==> src/rtl/freq_word_decoder.sv <==
// rtl/freq_word_decoder.sv - recovers channel number and error code from a radio frequency register word
// Sequential grid search, one candidate per clock; define FREQ_DEC_ERRCNT_EN to enable the saturating error counter.
module freq_word_decoder #(
  parameter int          NUM_CH  = 32,
  parameter logic [15:0] BASE    = 16'h3C00,
  parameter logic [15:0] STEP    = 16'h0030,
  parameter logic [7:0]  ADDR_LO = 8'h0C,
  parameter logic [7:0]  ADDR_HI = 8'h0D,
  localparam int         CH_W    = $clog2(NUM_CH)
) (
  input  logic            clk_i,
  input  logic            rst_i,
  input  logic            word_valid_i,
  output logic            word_ready_o,
  input  logic [31:0]     word_data_i,
  output logic            chan_valid_o,
  input  logic            chan_ready_i,
  output logic [CH_W-1:0] chan_num_o,
  output logic [1:0]      chan_err_o,
  output logic [7:0]      err_count_o
);

  typedef enum logic [1:0] {
    S_IDLE   = 2'd0,
    S_SEARCH = 2'd1,
    S_DONE   = 2'd2
  } state_t;

  localparam logic [1:0]      ERR_OK   = 2'b00;
  localparam logic [1:0]      ERR_ADDR = 2'b01;
  localparam logic [1:0]      ERR_GRID = 2'b10;
  localparam logic [CH_W-1:0] LAST_IDX = CH_W'(NUM_CH - 1);

  state_t          state_q, state_d;
  logic [15:0]     f_q, f_d;
  logic [15:0]     acc_q, acc_d;
  logic [CH_W-1:0] idx_q, idx_d;
  logic [CH_W-1:0] chan_num_q, chan_num_d;
  logic [1:0]      chan_err_q, chan_err_d;

  logic addr_ok;
  logic hit;
  logic last;

  assign addr_ok = (word_data_i[31:24] == ADDR_LO) && (word_data_i[15:8] == ADDR_HI);
  assign hit     = (acc_q == f_q);
  assign last    = (idx_q == LAST_IDX);

  always_ff @(posedge clk_i) begin
    if (rst_i) begin
      state_q    <= S_IDLE;
      f_q        <= '0;
      acc_q      <= '0;
      idx_q      <= '0;
      chan_num_q <= '0;
      chan_err_q <= ERR_OK;
    end else begin
      state_q    <= state_d;
      f_q        <= f_d;
      acc_q      <= acc_d;
      idx_q      <= idx_d;
      chan_num_q <= chan_num_d;
      chan_err_q <= chan_err_d;
    end
  end

  always_comb begin
    state_d = state_q;
    case (state_q)
      S_IDLE: begin
        if (word_valid_i) begin
          state_d = addr_ok ? S_SEARCH : S_DONE;
        end
      end
      S_SEARCH: begin
        if (hit || last) begin
          state_d = S_DONE;
        end
      end
      S_DONE: begin
        if (chan_ready_i) begin
          state_d = S_IDLE;
        end
      end
      default: state_d = S_IDLE;
    endcase
  end

  always_comb begin
    word_ready_o = 1'b0;
    chan_valid_o = 1'b0;
    case (state_q)
      S_IDLE:  word_ready_o = 1'b1;
      S_DONE:  chan_valid_o = 1'b1;
      default: ;
    endcase
  end

  // Result registers only change on DONE entry, so they hold through the next search.
  always_comb begin
    f_d        = f_q;
    acc_d      = acc_q;
    idx_d      = idx_q;
    chan_num_d = chan_num_q;
    chan_err_d = chan_err_q;
    case (state_q)
      S_IDLE: begin
        if (word_valid_i) begin
          f_d = {word_data_i[7:0], word_data_i[23:16]};
          if (!addr_ok) begin
            chan_num_d = '0;
            chan_err_d = ERR_ADDR;
          end else begin
            acc_d = BASE;
            idx_d = '0;
          end
        end
      end
      S_SEARCH: begin
        if (hit) begin
          chan_num_d = idx_q;
          chan_err_d = ERR_OK;
        end else if (last) begin
          chan_num_d = '0;
          chan_err_d = ERR_GRID;
        end else begin
          idx_d = idx_q + CH_W'(1);
          acc_d = acc_q + STEP;
        end
      end
      default: ;
    endcase
  end

  assign chan_num_o = chan_num_q;
  assign chan_err_o = chan_err_q;

`ifdef FREQ_DEC_ERRCNT_EN
  logic [7:0] err_cnt_q, err_cnt_d;
  logic       err_event;

  assign err_event = (state_q != S_DONE) && (state_d == S_DONE) && (chan_err_d != ERR_OK);

  always_comb begin
    err_cnt_d = err_cnt_q;
    if (err_event && (err_cnt_q != 8'hFF)) begin
      err_cnt_d = err_cnt_q + 8'd1;
    end
  end

  always_ff @(posedge clk_i) begin
    if (rst_i) begin
      err_cnt_q <= 8'h00;
    end else begin
      err_cnt_q <= err_cnt_d;
    end
  end

  assign err_count_o = err_cnt_q;
`else
  assign err_count_o = 8'h00;
`endif

endmodule

==> config.mk <==
export PLATFORM = sky130hd
export DESIGN_NAME = freq_word_decoder
export DESIGN_NICKNAME = d
export VERILOG_FILES = /design/src/rtl/freq_word_decoder.sv
export SDC_FILE = /design/constraint.sdc
export NUM_CORES = 1
export LEC_CHECK = 0
export ABC_AREA = 1
export CORE_MARGIN = 5
export CORE_UTILIZATION = 29
export CTS_CLUSTER_SIZE = 20
export DETAILED_ROUTE_END_ITERATION = 7
export GPL_TIMING_DRIVEN = 1
export HOLD_SLACK_MARGIN = 0.12
export PLACE_DENSITY = 0.64
export SYNTH_ARGS = -nofsm -noshare
export SYNTH_HDL_FRONTEND = slang
export SYNTH_SLANG_ARGS = --single-unit
==> constraint.sdc <==
create_clock -name clk_i -period 1.7 [get_ports clk_i]
set_input_delay 0.255 -clock clk_i [delete_from_list [all_inputs] [get_ports clk_i]]
set_output_delay 0.255 -clock clk_i [all_outputs]
set_load 0.005 [all_outputs]
==> impl_results.md <==
* Width of the chip at 97.6 µm
* Number of remaining DRC errors at 0
* Area fraction of the dominant cell type after synthesis at 37.8%
* Post-synthesis cell type with the largest combined area: dfxtp_1
* Cells after DPL at 501
* Sum of overflow across all layers after global routing at 0
* Final core area utilization at 44.0%
* Power density normalized to cell area at 734 nW/µm²
* Largest cells by area after synthesis: dfxtp_1 38%, nand2_1 13%, nor2_1 10%
* Run status: complete, but fails checks
* Crit path arrival time at 1.95 ns
* End of the worst register-to-register path: idx_q[3]
* Register-to-register setup slack at -0.03 ns
* Worst Hold Launch: chan_err_o[0]
* Detailed router's first-iteration violation count at 71
* Y dimension of the die at 97.6 µm
* Final setup vio count at 1
* R2R cell count at 8
* Vias/cell at 4.37
* Kind of path behind the tightest hold check: register to register
* Critical register-to-register path startpoint: state_q[0]
* Register Area at 848 µm²
* Pin count of the biggest net entering global routing at 27
* Total number of nets in the final design at 451
* Count of buffer and inverter cells on the critical path at 3
* Family of cells with the greatest summed delay on the critical path: compound AO/OA/AOI/OAI gates
* # Max-Cap Violations at 0
* Mean area per synthesized cell at 6.75 µm²
* Slowest cell on the critical path: dfxtp_2
* Peak Freq at 578 MHz
* Initial antenna violation count at 0
* CP Class: register to register
* Worst skew pair latency at 0.30 ns
* RD Place Congestion at 0.871
* Setup skew after layout at 0.00996 ns
* Placed wire-length estimate after detailed placement at 4120 µm
* Fraction of layout cells with a size suffix above 1 at 24.8%
* Hold slack final at 0.460 ns
* Post-route ant nets at 0
* Slew Viols, Final at 0
* Vias at 2245
* Die Area at 9530 µm²
* Largest buffer count on any clock path at 2
* Multi-input gate area at 1390 µm²
* Destination of the worst hold path: chan_err_o[0]
* Worst hold path cell count at 2
* Count of final hold-check violations at 0
* Critical path, cell by cell: inv_2, nor2_4, inv_4, nor2_8, a2bb2oi_4, buf_6, nand3_1, a21oi_1
* Number of distinct library cells after synthesis at 32
* Clock tree from TritonCTS: done
* Number of synthesized register bits at 42
* Final period util at 102%
* Category of the worst setup path launch point: register
* Core area at 7610 µm²
* Clk sink count at 42
* Count of yosys warnings during synthesis at 0
* Worst slack at placement at -0.140 ns
* Initial Util at 29.3%
* Routed length on met1 at 2720 µm
* Clock slew at the register clock pins of the worst setup and hold paths at 0.08 ns
* Number of levels the H-tree was split into at 2
* Router iterations before antenna repair at 4
* Share of the yosys chip area belonging to registers at 37.8%
* Number of standard cells in the layout, taps in and fillers out at 514
* Routed length on met3 at 241 µm
* # fillers at 774
* RSZ-0062 raised after global routing: yes
* Worst vdd rail ir drop at 0.488 mV
* Area of the mapped netlist at 2230 µm²
* Maximum cell stage delay along the critical path at 0.37 ns
* Via count of the first global-routing pass at 2106
* Critical Path RT at 1.92 ns
* Setup slack of the critical path after layout at -0.0305 ns
* Crit path capture type: register
* I/O pin count at 53
* Met2 wire length at 2950 µm
* Number of port buffers at 44
* Routed wirelength normalized by instance count at 11.6 µm
* Cell leakage power at 1.32 nW
* Number of buffers inserted during clock tree synthesis at 5
* Total number of placement rows at 32
* Antenna diode count at 0
* Detailed Route WL at 5960 µm
* Failing checks: negative setup slack
* Final period demand of the worst path at 1.73 ns
* Root buf cell: clkbuf_8
* Highest routing layer actually used: met4
* Synthesized instance count at 330
* Area added between synthesis and finish at 50.3%
* Critical path peak fanout at 9
* Wire length of the first global-routing pass at 9380 µm
* Global-route usage over all layers at 12.0%
Yosys cell counts:
cell type / instances
nand2_4: 1
buf_6: 1
nand4_1: 1
nand3_1: 19
inv_1: 27
a2bb2oi_4: 1
nand3b_1: 1
clkinv_2: 1
nor2_8: 1
xor2_1: 3
inv_4: 1
inv_2: 3
buf_2: 1
or2_2: 4
nand3_2: 2
dfxtp_1: 42
nor2_1: 61
nor3_1: 2
nor3_2: 2
conb_1: 1
nand2_1: 78
o21a_1: 1
nor2_4: 1
nor2_2: 2
nor3b_1: 2
a21oi_1: 27
nand2_2: 1
clkbuf_1: 6
buf_4: 8
xnor2_1: 4
ha_1: 3
o21ai_0: 22
flip-flops by register name (all words and copies together) (netlist names):
register / cells
chan_err_o: 2
chan_num_o: 5
idx_q: 5
acc_q: 12
f_q: 16
state_q: 2
kinds of logic (layout without fill, tap and decap cells):
logic type / after synthesis / in the layout / share of synthesized area, %
buffers and inverters: 48 / 120 / 10.0
XOR/XNOR: 7 / 7 / 2.75
AO/OA/AOI/OAI: 51 / 51 / 12.5
AND/OR/NAND/NOR: 178 / 181 / 35.1
adder cells (fa/ha/maj): 3 / 3 / 1.69
flip-flops: 42 / 42 / 37.8
other: 1 / 8 / 0.168
cells in the final DEF (no fill, tap or decap), types with 6 or more instances in the layout:
| cell | netlist | final |
|---|---|---|
| nand2_2 | 1 | 9 |
| dfxtp_2 | 0 | 6 |
| dfxtp_1 | 42 | 36 |
| inv_1 | 27 | 26 |
| o21ai_0 | 22 | 18 |
| nor2_1 | 61 | 54 |
| a21oi_1 | 27 | 25 |
| nand3_1 | 19 | 16 |
| conb_1 | 1 | 8 |
| nand2_1 | 78 | 67 |
| clkbuf_8 | 0 | 6 |
| buf_4 | 8 | 34 |
| clkdlybuf4s50_1 | 0 | 44 |
worst max-delay path by stage:
stage,startpoint,endpoint,slack (ns),cells after the start
final,state_q[0],idx_q[3],-0.03,8
after global routing,idx_q[1],idx_q[3],-0.12,9
after CTS,idx_q[0],acc_q[9],-0.04,10
after detailed placement,word_data_i[13],acc_q[9],-0.14,10
after global placement,word_data_i[13],acc_q[11],-0.10,10
after floorplan,acc_q[4],acc_q[10],0.01,9
power breakdown:
| part | total (mW) | switching (mW) | internal (mW) |
|---|---|---|---|
| clock network | 0.814 | 0.343 | 0.470 |
| registers | 1.09 | 0.0435 | 1.05 |
| logic | 0.550 | 0.283 | 0.267 |
tightest hold or removal path, delay by kind of cell (launching register included):
kind	cells	cell delay, ns
compound gates	1	0.06
buf+inv	1	0.05
flops	1	0.32
routing by layer:
metal | vias to the layer above | global-route usage, %
li1 | 1192 | -
met1 | 1014 | 15.0
met2 | 35 | 20.2
met3 | 4 | 2.80
met4 | 0 | 3.94
met5 | - | 0
through the flow:
stage	area, µm²	total power [mW]	setup TNS [ns]
6_report	3350	2.46	-0.0305
5_1_grt	3350	2.59	-0.902
4_1_cts	3120	2.41	-0.102
3_5_place_dp	2980	1.59	-1.00
3_3_place_gp	2980	1.58	-0.568
2_1_floorplan	2260	1.39	0
layout make-up:
class / count / share of cell area, %
clock inverter: 1 / 0.897
sequential: 42 / 25.3
multi-input combinational: 250 / 41.4
inverter: 32 / 4.04
tap: 102 / 3.81
clock buffer: 6 / 2.47
timing repair buffer: 81 / 22.0
what timing repair did:
| item | CTS | global route |
|---|---|---|
| hold endpoints to repair | 0 | 0 |
| cloned | 0 | 3 |
| pin swaps | 2 | 19 |
| hold buffers | 0 | 0 |
| gates resized for setup | 6 | 50 |
| endpoints found under the setup margin | 18 | 26 |
| setup buffers | 0 | 3 |
No activity file was read; power rests on OpenSTA's default activity.
